### src/rtl/mem_port_arbiter.sv
// Round-robin arbiter sharing the two-stage Mem pipe among NUM_REQ load/store requesters,
// routing writebacks to their issuer and sequencing the RAM-load window. Optional: MEM_ARB_PERF_EN.
module mem_port_arbiter #(
  parameter int unsigned NUM_REQ     = 2,
  parameter int unsigned MEM_LATENCY = 2
) (
  input  logic                    clock,
  input  logic                    reset,
  input  logic [NUM_REQ-1:0]      req_valid,
  output logic [NUM_REQ-1:0]      req_ready,
  input  logic [NUM_REQ-1:0]      req_readmem,
  input  logic [NUM_REQ-1:0]      req_writemem,
  input  logic [NUM_REQ-1:0]      req_writereg,
  input  logic [32*NUM_REQ-1:0]   req_rega,
  input  logic [32*NUM_REQ-1:0]   req_imedext,
  input  logic [32*NUM_REQ-1:0]   req_regb,
  input  logic [5*NUM_REQ-1:0]    req_regdest,
  input  logic                    load_req,
  output logic                    load_active,
  output logic                    arb_mem_oper,
  output logic                    arb_mem_readmem,
  output logic                    arb_mem_writemem,
  output logic                    arb_mem_writereg,
  output logic [31:0]             arb_mem_rega,
  output logic [31:0]             arb_mem_imedext,
  output logic [31:0]             arb_mem_regb,
  output logic [4:0]              arb_mem_regdest,
  input  logic                    mem_wb_writereg,
  input  logic [4:0]              mem_wb_regdest,
  input  logic [31:0]             mem_wb_wbvalue,
  output logic [NUM_REQ-1:0]      rsp_valid,
  output logic [4:0]              rsp_regdest,
  output logic [31:0]             rsp_wbvalue,
`ifdef MEM_ARB_PERF_EN
  output logic [32*NUM_REQ-1:0]   perf_grant_cnt,
`endif
  output logic                    arb_err
);

  localparam int unsigned IDW = (NUM_REQ > 1) ? $clog2(NUM_REQ) : 1;

  typedef enum logic [1:0] {ST_RUN, ST_DRAIN, ST_LOAD} state_t;

  typedef struct packed {
    logic           valid;
    logic [IDW-1:0] id;
  } tag_t;

  state_t         state_q, state_d;
  logic [IDW-1:0] ptr_q;
  logic [IDW-1:0] arb_id_q;
  logic [IDW-1:0] win_id;
  logic [IDW-1:0] scan_idx;
  logic           win_found;
  logic           accept;
  logic           pipe_busy;
  tag_t           tag_q [MEM_LATENCY];
  tag_t           tail;

  // First valid requester at or after the round-robin pointer
  always_comb begin
    win_found = 1'b0;
    win_id    = '0;
    scan_idx  = '0;
    for (int unsigned k = 0; k < NUM_REQ; k++) begin
      scan_idx = IDW'((32'(ptr_q) + k) % NUM_REQ);
      if (!win_found && req_valid[scan_idx]) begin
        win_found = 1'b1;
        win_id    = scan_idx;
      end
    end
  end

  always_comb begin
    pipe_busy = 1'b0;
    for (int unsigned i = 0; i < MEM_LATENCY; i++) begin
      pipe_busy = pipe_busy | tag_q[i].valid;
    end
  end

  assign tail = tag_q[MEM_LATENCY-1];

  // Next-state and grant; load_req pre-empts any same-cycle grant
  always_comb begin
    state_d   = state_q;
    req_ready = '0;
    unique case (state_q)
      ST_RUN: begin
        if (load_req) begin
          state_d = ST_DRAIN;
        end else if (win_found) begin
          req_ready = NUM_REQ'(1) << win_id;
        end
      end
      ST_DRAIN: begin
        if (!pipe_busy && !arb_mem_oper) state_d = ST_LOAD;
      end
      ST_LOAD: begin
        if (!load_req) state_d = ST_RUN;
      end
      default: state_d = ST_RUN;
    endcase
  end

  assign accept = |(req_valid & req_ready);

  always_ff @(posedge clock or negedge reset) begin
    if (!reset) begin
      state_q     <= ST_RUN;
      load_active <= 1'b0;
    end else begin
      state_q     <= state_d;
      load_active <= (state_d == ST_LOAD);
    end
  end

  // Issue register toward Mem; data fields hold when idle
  always_ff @(posedge clock or negedge reset) begin
    if (!reset) begin
      ptr_q            <= '0;
      arb_id_q         <= '0;
      arb_mem_oper     <= 1'b0;
      arb_mem_readmem  <= 1'b0;
      arb_mem_writemem <= 1'b0;
      arb_mem_writereg <= 1'b0;
      arb_mem_rega     <= '0;
      arb_mem_imedext  <= '0;
      arb_mem_regb     <= '0;
      arb_mem_regdest  <= '0;
    end else begin
      arb_mem_oper     <= accept;
      arb_mem_readmem  <= accept & req_readmem[win_id];
      arb_mem_writemem <= accept & req_writemem[win_id];
      arb_mem_writereg <= accept & req_writereg[win_id];
      if (accept) begin
        arb_mem_rega    <= req_rega[32*win_id +: 32];
        arb_mem_imedext <= req_imedext[32*win_id +: 32];
        arb_mem_regb    <= req_regb[32*win_id +: 32];
        arb_mem_regdest <= req_regdest[5*win_id +: 5];
        arb_id_q        <= win_id;
        ptr_q           <= IDW'((32'(win_id) + 32'd1) % NUM_REQ);
      end
    end
  end

  // Owner tags ride alongside the Mem pipe so the tail lines up with mem_wb_*
  always_ff @(posedge clock or negedge reset) begin
    if (!reset) begin
      for (int unsigned i = 0; i < MEM_LATENCY; i++) tag_q[i] <= '0;
      arb_err <= 1'b0;
    end else begin
      tag_q[0] <= '{valid: arb_mem_oper, id: arb_id_q};
      for (int unsigned i = 1; i < MEM_LATENCY; i++) tag_q[i] <= tag_q[i-1];
      if (mem_wb_writereg && !tail.valid) arb_err <= 1'b1;
    end
  end

  always_comb begin
    rsp_valid = '0;
    if (tail.valid && mem_wb_writereg) rsp_valid = NUM_REQ'(1) << tail.id;
  end

  assign rsp_regdest = mem_wb_regdest;
  assign rsp_wbvalue = mem_wb_wbvalue;

`ifdef MEM_ARB_PERF_EN
  always_ff @(posedge clock or negedge reset) begin
    if (!reset) begin
      perf_grant_cnt <= '0;
    end else begin
      for (int unsigned i = 0; i < NUM_REQ; i++) begin
        if (req_valid[i] && req_ready[i]) begin
          perf_grant_cnt[32*i +: 32] <= perf_grant_cnt[32*i +: 32] + 32'd1;
        end
      end
    end
  end
`endif

endmodule

### config.mk
export PLATFORM = sky130hd
export DESIGN_NAME = mem_port_arbiter
export DESIGN_NICKNAME = d
export VERILOG_FILES = /design/src/rtl/mem_port_arbiter.sv
export SDC_FILE = /design/constraint.sdc
export NUM_CORES = 1
export LEC_CHECK = 0
export CAP_MARGIN = 40
export CORE_AREA = 3 3 153 155
export CTS_CLUSTER_DIAMETER = 30
export DETAILED_ROUTE_END_ITERATION = 7
export DIE_AREA = 0 0 156 158
export MAX_ROUTING_LAYER = met4
export SETUP_SLACK_MARGIN = 0.15
export SLEW_MARGIN = 20
export SYNTH_ARGS = -nofsm -noshare
export SYNTH_HDL_FRONTEND = slang
export SYNTH_SLANG_ARGS = --single-unit
### constraint.sdc
create_clock -name clock -period 4.1 [get_ports clock]
set_clock_uncertainty 0.15 [all_clocks]
set_input_delay 0.41 -clock clock [delete_from_list [all_inputs] [get_ports clock]]
set_output_delay 0.41 -clock clock [all_outputs]
set_load 0.02 [all_outputs]
# Yosys cells after proc, flatten, opt, wreduce, memory -nomap -nowiden
# Index checks and enable logic that the tools add are counted.
dict set report totals {
  register_bits 115
  inputBits 251
  out_inout_bits 148
  elab_cells 69
}
dict set report classes {
  addsub 2
  mul 1
  n_lt_le_gt_ge 3
  eq_ne 3
  shifts 6
  n_mux 22
  bitwise 5
  reduce_logical 10
}
# operator n
set op_table {}
lappend op_table {{64-bit by 7-bit indexed part select with 32-bit output} 3}
lappend op_table {{1-bit two-way mux} 14}
lappend op_table {{2-bit two-way mux} 7}
lappend op_table {{10-bit by 5-bit indexed part select with 5-bit output} 1}
lappend op_table {{1-bit by 2-bit < comparator with 1-bit output (second input constant)} 3}
lappend op_table {{2-bit one-hot mux with 3 select lines} 1}
lappend op_table {{2-bit equality test (second input constant)} 2}
lappend op_table {{1-bit logical AND} 4}
lappend op_table {{1-bit logical NOT} 4}
lappend op_table {{3-bit by 1-bit multiplier with 4-bit output (first input constant)} 1}
lappend op_table {{1-bit by 1-bit << shifter with 2-bit output (first input constant)} 2}
lappend op_table {{1-bit AND} 3}
lappend op_table {{1-bit adder (second input constant)} 2}
lappend op_table {{2-bit AND} 1}
lappend op_table {{2-bit by 1-bit equality test with 1-bit output (second input constant)} 1}
lappend op_table {{2-bit logical NOT} 1}
lappend op_table {{2-bit OR reduction} 1}
lappend op_table {{1-bit OR} 1}

# Logic depth before layout (Yosys ltp)
# Gate-level depths: netlist (run 1).
dict set report logic_depth {
  word_depth 13
  depth_mapped 6
  mapped_depth_nobuf 4
}

# Worst setup path before layout (run 1)
# Ideal clock, no wire load.
dict set report synth_timing {
  kind {register -> output}
  start {register state_q[0]}
  end {output req_ready[0]}
  arrival_time_ps 1172
  t_required_ps 3540
  path_slack_ps 2368
  stages_incl_launch_ff 5
  path_buffers 2
  path_cell_list {dfrtp_1 nor3_2 and3_1 buf_2 buf_2}
}
dict set report synth_via {
  elab_chain_cells 2
}
# element line
set synth_rtl {}
lappend synth_rtl {{start, declared} 49} ;# state_t state_q, state_d;
lappend synth_rtl {{start signal, assigned} 112} ;# state_q <= state_d;
lappend synth_rtl {{2-bit logical NOT} 87} ;# unique case (state_q)
lappend synth_rtl {{2-bit two-way mux} 87}
lappend synth_rtl {{end, declared} 10} ;# output logic [NUM_REQ-1:0] req_ready,
# Every way passes these cells.

# Final worst setup path (run 1)
dict set report layout_timing {
  start {input load_req}
  end {output req_ready[0]}
}
dict set report layout_via {
  elab_chain_cells 2
}
# element line
set layout_rtl {}
lappend layout_rtl {{start, declared} 18} ;# input logic load_req,
lappend layout_rtl {{2-bit two-way mux} 89} ;# if (load_req) begin
lappend layout_rtl {{2-bit two-way mux} 87}
# Every way passes these cells.

==> impl_metrics.yaml, run 1 <==
final_layout:
  post-route-util_pct: 42.3
  antenna_cells: 0
  final_nets: 1048
  fin_cells: 1089
  synthToLayoutAreaGrowth_pct: 68.4
  final_layout_size_suffix_gt1_share_pct: 5.44
setup_path:
  worst_r2r_path_depth: 4
  critical_path.max_fanout: 52
  cp.required_ps: 3540
  cp_data_arrival_time_ps: 2640
  r2r_end: "arb_mem_rega[26]$_DFFE_PN0P_"
  r2r_start: "state_q[0]$_DFF_PN0_"
  rrSetupSlack_ps: 1460
  crit_type: "in2out"
  crit_path_start_kind: "input pin"
  crit_path_end_kind: "output port"
pwr:
  power.density_mw_per_mm2: 698
  comb_power_share_pct: 45.3
  power_frac_clock_pct: 24.2
  p_sw_share_pct: 35.9
  ir_drop_mv: 0.228
  seqPwrFrac_pct: 30.5
  switchingPower_w: 0.00233
  p_int_w: 0.00415
  p_leak_nw: 3.76
  power_w: 0.00648
timing:
  period_share_pct: 77.9
  tightestPinTransition_ps: 697
  tns_ps: 0
  finalSetupViolations: 0
  rsz0062_at_grt: "no"
  finalHoldViolCount: 0
  slew_headroom_pct: 53.6
  final.min_clock_period_ps: 3200
  fmax_mhz: 313
  slew_viol_final: 0
  setup_ws_ps: 905
logic_synthesis:
  synth.area.top_cells: "dfrtp_1 52%, a221o_1 18%, nor3_1 9.3%"
  synth_edf_count: 0
  synth_common_cells: "115 x dfrtp_1, 104 x nand2_1, 102 x nor3_1"
  yosys_most_used_dff: "dfrtp_1"
  synth-seq-cells: 115
  synth_top_area_share_pct: 52.2
  netlist_area_mm2: 0.00551
  syn-num-nets: 790
  synth_area_per_cell_um2: 10.2
  synth.most_common_cell: "dfrtp_1"
  yosysWarningCount: 0
  postSynthCellCount: 539
  ys_async_sr_fraction_pct: 100
  yosysSeqAreaShare_pct: 52.2
  yosysTopAreaCell: "dfrtp_1"
  synth_cell_type_count: 23
clock_network:
  cts-resized-gates: 0
  clk_root_buffer_cell: "clkbuf_16"
  insertion_delay_ps: 400
  cts_tree: "done"
  ctsHoldBuffers: 1
  cts_setup_buffers: 0
  clkTransAtPathRegs_ps: 60
  cts.sinks: 115
  htreeDepth: 4
  cts_buffer_depth: 2
  cts_buffers: 17
global_routing:
  grt_max_degree: 103
  grt_pass1_vias: 5275
  overflow: 0
  grt_pass1_wl_mm: 31.1
  antenna_found_initial: 0
  grt_usage_pct: 16.7
floorplan:
  fp-row-count: 54
  die_w_um: 156
  die_h_um: 158
  dieArea_mm2: 0.0246
  pin_count: 399
  coreArea_mm2: 0.0220
  start_util_pct: 25.1
run_status:
  outcome: "completed"
detailed_routing:
  via_per_inst: 4.90
  antenna_left: 0
  routedWlPerCell_um: 19.2
  finalWirelength_mm: 20.9
  first_pass_iters: 6
  drt_iter0_drc: 369
  vias: 5341
  drc_errors: 0
hold_path:
  min_from: "tag_q[2]$_DFF_PN0_"
  hp-class: "reg2reg"
  min_to: "tag_q[0]$_DFF_PN0_"
  min_path_cells: 0
placed_design:
  dp_cells: 1057
  dp_hpwl_mm: 14.2
  io_buffers: 324
  place_ws_ps: 893
  gp_congestion: 0.788
run:
  max_cap_viol_count: 0
==> critical path: stages <==
cell             delay, ps
clkdlybuf4s50_1        470
nor3_2                 320
and3_4                 680
clkdlybuf4s50_1        750
==> metal layers <==
| metal | up-vias | GRT usage, % | routed length, um |
|---|---|---|---|
| li1 | 2493 | - | - |
| met1 | 2568 | 21.0 | 8910 |
| met2 | 240 | 26.2 | 10000 |
| met3 | 40 | 3.28 | 1330 |
| met4 | 0 | 7.53 | 631 |
| met5 | - | - | 0 |
==> kinds of logic after synthesis <==
kind of cell           Yosys count  share of synthesized area, %
buffers and inverters           97                          10.7
flip-flops                     115                          52.2
AND/OR/NAND/NOR                216                          17.5
AO/OA/AOI/OAI                  111                          19.6
==> power by group through the flow <==
stage | sequential [W] | combinational, W | clock (W)
after global placement | 0.00199 | 0.00295 | 0
after global routing | 0.00204 | 0.00312 | 0.00166
after floorplan | 0.00251 | 0.000989 | 0
after CTS | 0.00198 | 0.00298 | 0.00161
after detailed placement | 0.00197 | 0.00299 | 0
final | 0.00198 | 0.00294 | 0.00157
==> worst max path at each step <==
stage	from	end	slack (ps)	cells after the start
after floorplan	state_q[0]$_DFF_PN0_	req_ready[0]	2370	4
after global placement	load_req	req_ready[0]	900	4
after detailed placement	load_req	req_ready[0]	890	4
after CTS	load_req	req_ready[0]	880	4
after global routing	load_req	req_ready[0]	750	4
final	load_req	req_ready[0]	900	4
==> cells in the final DEF, fill, tap and decap left out, drive strengths merged, types with 2 or more instances in the layout <==
| cell | n |
|---|---|
| clkinv | 4 |
| inv | 6 |
| dfrtp | 115 |
| a221o | 101 |
| bufinv | 4 |
| clkbuf | 18 |
| and3 | 2 |
| nand2 | 104 |
| clkinvlp | 3 |
| nor2 | 2 |
| a21o | 2 |
| a22o | 3 |
| clkdlybuf4s50 | 322 |
| o21ai | 4 |
| nor3 | 103 |
| buf | 9 |
==> flip-flops by register name (all words and copies together) (netlist names) <==
| signal | count |
|---|---|
| arb_err | 1 |
| ptr_q | 1 |
| arb_id_q | 1 |
| arb_mem_regb | 32 |
| load_active | 1 |
| state_q | 2 |
| arb_mem_imedext | 32 |
| arb_mem_oper | 1 |
| tag_q | 4 |
| arb_mem_readmem | 1 |
| arb_mem_regdest | 5 |
| arb_mem_rega | 32 |
| arb_mem_writereg | 1 |
| arb_mem_writemem | 1 |
==> layout make-up <==
type | count | area, um2
tap | 280 | 350
sequential | 115 | 2880
clock buffer | 18 | 429
clock inverter | 13 | 184
timing repair buffer | 332 | 3350
inverter | 4 | 15.0
fill | 2130 | 12700
multi-input combinational | 327 | 2070
==> metrics by stage <==
stage | cell area, um2 | hold slack, ps
after global routing | 9280 | 204
after global placement | 8650 | 185
after detailed placement | 8650 | 186
after floorplan | 5510 | -35.6
final | 9280 | 201
after CTS | 9280 | 196
Power figures use the tool's default switching activity.
==> run 2, diff against run 1 <==
CORE_AREA = 3 3 154 156   (was 3 3 153 155)
DIE_AREA = 0 0 157 159   (was 0 0 156 158)
clock period = 3.29 ns   (was 4.1 ns; I/O delays follow)
==> impl_metrics.yaml, run 2 (synthesized netlist as in run 1, its figures left out) <==
setup_path:
  crit_slowest_cell: "clkdlybuf4s50_1"
  crit_family: "buffers and inverters"
  crit_path_max_incr_delay_ps: 620
  cp.required_ps: 2810
  crit_chain: "nor3_2 > nand3_1 > inv_1 > clkdlybuf4s50_1"
  crit_path_start_kind: "flop"
  critical_path.max_fanout: 7
  crit_path_end_kind: "output port"
  crit_buf_inv: 2
  cp_data_arrival_time_ps: 2130
  r2r_start: "state_q[0]$_DFF_PN0_"
  crit_start: "state_q[0]$_DFF_PN0_"
  crit_type: "reg2out"
clock_network:
  htreeDepth: 4
  cts_setup_buffers: 0
  cts_tree: "done"
  cts-resized-gates: 0
  clkTransAtPathRegs_ps: 60
  insertion_delay_ps: 410
  ctsHoldBuffers: 1
  cts_buffer_depth: 2
  clk_root_buffer_cell: "clkbuf_16"
  cts_buffers: 17
  cts.sinks: 115
final_layout:
  largestRegisters: "arb_mem_imedext x32, arb_mem_rega x32, arb_mem_regb x32"
  layout_common_cells: "322 x clkdlybuf4s50_1, 115 x dfrtp_1, 104 x nand2_1, 102 x nor3_1, 101 x a221o_1"
  synthToLayoutAreaGrowth_pct: 70.0
  post-route-util_pct: 41.6
  final_common_cell: "clkdlybuf4s50_1"
  final_layout_size_suffix_gt1_share_pct: 6.03
  final_nets: 1051
pwr:
  seqPwrFrac_pct: 29.8
  p_leak_nw: 3.80
  comb_power_share_pct: 45.2
  power_frac_clock_pct: 25.0
  ir_drop_mv: 0.319
  power.density_mw_per_mm2: 874
  switchingPower_w: 0.00294
  p_sw_share_pct: 35.9
  p_int_w: 0.00524
timing:
  period_share_pct: 79.4
  fin_hold_ws_ps: 140
  finalHoldViolCount: 0
  tightestPinTransition_ps: 747
  final.min_clock_period_ps: 2610
  fmax_mhz: 383
  slew_headroom_pct: 50.2
  tns_ps: 0
  rsz0062_at_grt: "no"
  finalSetupViolations: 0
  slew_viol_final: 0
run_status:
  outcome: "completed"
detailed_routing:
  vias: 5391
  first_pass_iters: 5
  drc_errors: 0
  drt_iter0_drc: 358
  finalWirelength_mm: 20.9
  antenna_left: 0
  via_per_inst: 4.91
  routedWlPerCell_um: 19.0
global_routing:
  grt_max_degree: 107
  grt_pass1_wl_mm: 31.5
  grt_usage_pct: 16.4
  overflow: 0
  antenna_found_initial: 1
  grt_pass1_vias: 5388
floorplan:
  die_h_um: 159
  pin_count: 399
  coreArea_mm2: 0.0225
  start_util_pct: 24.5
  fp-row-count: 55
  dieArea_mm2: 0.0250
  die_w_um: 157
placed_design:
  gp_congestion: 0.737
  io_buffers: 324
  dp_hpwl_mm: 13.7
hold_path:
  hp-class: "in2async"
run:
  max_cap_viol_count: 0
-- run 2: worst register-to-register path, stage by stage (launching register included) --
cell	delay [ps]
dfrtp_1	440
or3_4	630
buf_12	350
nor3_1	290
a221o_1	150
-- run 2: path summary, 6_finish.rpt --
| kind | to | slack, ps | depth (start not counted) |
|---|---|---|---|
| worst max register to register | arb_mem_imedext[3]$_DFFE_PN0P_ | 1220 | 4 |
| worst min-delay path | arb_mem_regb[13]$_DFFE_PN0P_ | 140 | 2 |
| max in group asynchronous | arb_mem_imedext[25]$_DFFE_PN0P_ | 2280 | 3 |
| worst min register to register | tag_q[0]$_DFF_PN0_ | 200 | 0 |
| min in group clock | arb_id_q$_DFFE_PN0P_ | 140 | 3 |
| worst max-delay path | req_ready[1] | 680 | 4 |
-- run 2: layout make-up --
| cell class | count | area, um2 |
|---|---|---|
| repair buffers | 335 | 3390 |
| clock buffers | 19 | 453 |
| diodes | 1 | 2.50 |
| fillers | 2154 | 13100 |
| well taps | 285 | 357 |
| inverters | 4 | 15.0 |
| clock inverters | 13 | 196 |
| flip-flops and latches | 115 | 2880 |
| multi-input cells | 327 | 2070 |
-- run 2: per-layer routing --
layer  wire length [um]  track usage, %  up-vias  part of all wire [%]
met5                  0               -        -                     0
met4                461            5.41        0                   2.2
met3               1550            3.89       29                   7.4
met2               9850            25.8      241                    47
met1               9010            20.8     2613                    43
li1                   -               -     2508                     -
-- run 2: power groups by stage --
stage               registers, W  logic [W]  clock network (W)
floorplan                0.00313    0.00123                  0
global placement         0.00245    0.00371                  0
detailed placement       0.00244    0.00374                  0
CTS                      0.00244    0.00374            0.00211
global route             0.00252    0.00390            0.00217
finish                   0.00244    0.00369            0.00205
-- run 2: stage by stage --
| stage | setup slack [ps] | area [um2] | std cells | total power (W) |
|---|---|---|---|---|
| floorplan | 1630 | 5510 | 539 | 0.00437 |
| global placement | 759 | 8680 | 1064 | 0.00616 |
| detailed placement | 722 | 8680 | 1064 | 0.00617 |
| CTS | 630 | 9340 | 1097 | 0.00829 |
| global route | 492 | 9370 | 1099 | 0.00859 |
| finish | 677 | 9370 | 1099 | 0.00818 |
==> run 3, diff against run 2 <==
CORE_AREA = 3 3 152 154   (was 3 3 154 156)
DIE_AREA = 0 0 155 157   (was 0 0 157 159)
clock period = 2.2 ns   (was 3.29 ns; I/O delays follow)
==> impl_metrics.yaml, run 3 (synthesized netlist as in run 1, its figures left out) <==
setup_path:
  worst_r2r_path_depth: 4
  cp_data_arrival_time_ps: 1580
  cp.required_ps: 1830
  crit_path_end_kind: "output port"
  crit_type: "reg2out"
  critical_path.max_fanout: 7
  crit_path_start_kind: "flop"
  crit_start: "state_q[0]$_DFF_PN0_"
  r2r_start: "state_q[0]$_DFF_PN0_"
placed_design:
  placedInstanceArea_mm2: 0.00895
  gp_congestion: 0.792
  place_ws_ps: 48.5
  io_buffers: 324
  dp_hpwl_mm: 15.0
global_routing:
  overflow: 0
  grt_max_degree: 65
  antenna_found_initial: 0
  use_met2_pct: 28.0
  grt_usage_pct: 17.3
  met1_usage_pct: 21.5
  grtUsageMet3_pct: 3.52
  grt_most_used_layer: "met2"
  grt_pass1_vias: 5511
  grt_pass1_wl_mm: 32.3
floorplan:
  die_h_um: 157
  fp-row-count: 54
  coreArea_mm2: 0.0218
  die_w_um: 155
  start_util_pct: 25.2
  dieArea_mm2: 0.0243
  pin_count: 399
detailed_routing:
  drc_errors: 0
  first_pass_iters: 4
  via_per_inst: 4.92
  antenna_left: 0
  routedWlPerCell_um: 19.0
  finalWirelength_mm: 21.2
  vias: 5481
  drt_iter0_drc: 341
timing:
  tightestPinTransition_ps: 500
  tns_ps: 0
  period_share_pct: 88.5
  finalSetupViolations: 0
  slew_viol_final: 0
  setup_ws_ps: 254
  fmax_mhz: 514
  finalHoldViolCount: 0
  slew_headroom_pct: 66.7
  rsz0062_at_grt: "no"
  fin_hold_ws_ps: 28.8
  final.min_clock_period_ps: 1950
run_status:
  outcome: "completed"
hold_path:
  hp-class: "in2async"
clock_network:
  cts_tree: "done"
  clk_root_buffer_cell: "clkbuf_16"
  cts_buffers: 17
  insertion_delay_ps: 410
  clkTransAtPathRegs_ps: 60
  cts_buffer_depth: 2
  cts.sinks: 115
  htreeDepth: 4
pwr:
  ir_drop_mv: 0.533
  power.density_mw_per_mm2: 1280
  power_frac_clock_pct: 23.0
  p_leak_nw: 3.92
  switchingPower_w: 0.00442
  seqPwrFrac_pct: 30.0
  comb_power_share_pct: 47.1
  p_sw_share_pct: 36.0
  p_int_w: 0.00787
final_layout:
  largestRegisters: "arb_mem_imedext x32, arb_mem_rega x32, arb_mem_regb x32"
  final_layout_size_suffix_gt1_share_pct: 8.50
  layout_common_cells: "320 x clkdlybuf4s50_1, 114 x dfrtp_1, 104 x nand2_1, 102 x nor3_1, 101 x a221o_1"
  final_area_mm2: 0.00956
  final_common_cell: "clkdlybuf4s50_1"
  synthToLayoutAreaGrowth_pct: 73.6
  final_nets: 1073
  post-route-util_pct: 43.8
  antenna_cells: 0
run:
  max_cap_viol_count: 0
-- run 3: path summary, 6_finish.rpt --
kind	to	slack, ps
max	req_ready[0]	250
min	arb_mem_imedext[29]$_DFFE_PN0P_	30
max reg2reg	arb_mem_rega[26]$_DFFE_PN0P_	340
min reg2reg	tag_q[0]$_DFF_PN0_	220
max in group asynchronous	arb_mem_regb[25]$_DFFE_PN0P_	1280
min in group clock	arb_id_q$_DFFE_PN0P_	130
-- run 3: per-layer routing --
metal | share of wire [%] | vias to the layer above
li1 | - | 2541
met1 | 43 | 2672
met2 | 48 | 225
met3 | 5.9 | 43
met4 | 2.3 | 0
met5 | 0 | -
-- run 3: layout make-up --
class	count	area, um2
sequential	115	2880
inverter	4	15.0
clock inverter	12	158
tap	280	350
timing repair buffer	357	3650
clock buffer	20	437
multi-input combinational	327	2080
fill	2106	12300
-- run 3: repair_timing --
action,in CTS,in global routing
endpoints found under the hold margin,115,0
resized for setup,6,3
hold buffers,1,0
setup buffers,0,0
pin swaps,0,0
setup endpoints to repair,2,2
-- run 3: critical path: stages, from the launching register on --
cell and delay (ps):
dfrtp_2 460, nor3_4 230, and3_4 210, clkdlybuf4s15_2 260
-- run 3: power by group through the flow --
stage          Sequential [W]  Clock, W  Combinational [W]
2_1_floorplan         0.00468         0            0.00184
3_3_place_gp          0.00368         0            0.00581
3_5_place_dp          0.00366         0            0.00585
4_1_cts               0.00367   0.00290            0.00585
5_1_grt               0.00380   0.00298            0.00615
6_report              0.00368   0.00282            0.00578
-- run 3: per-stage QoR --
step	instances	power, W
after CTS	1115	0.0124
after detailed placement	1082	0.00951
after floorplan	539	0.00653
final	1115	0.0123
after global placement	1082	0.00949
after global routing	1115	0.0129
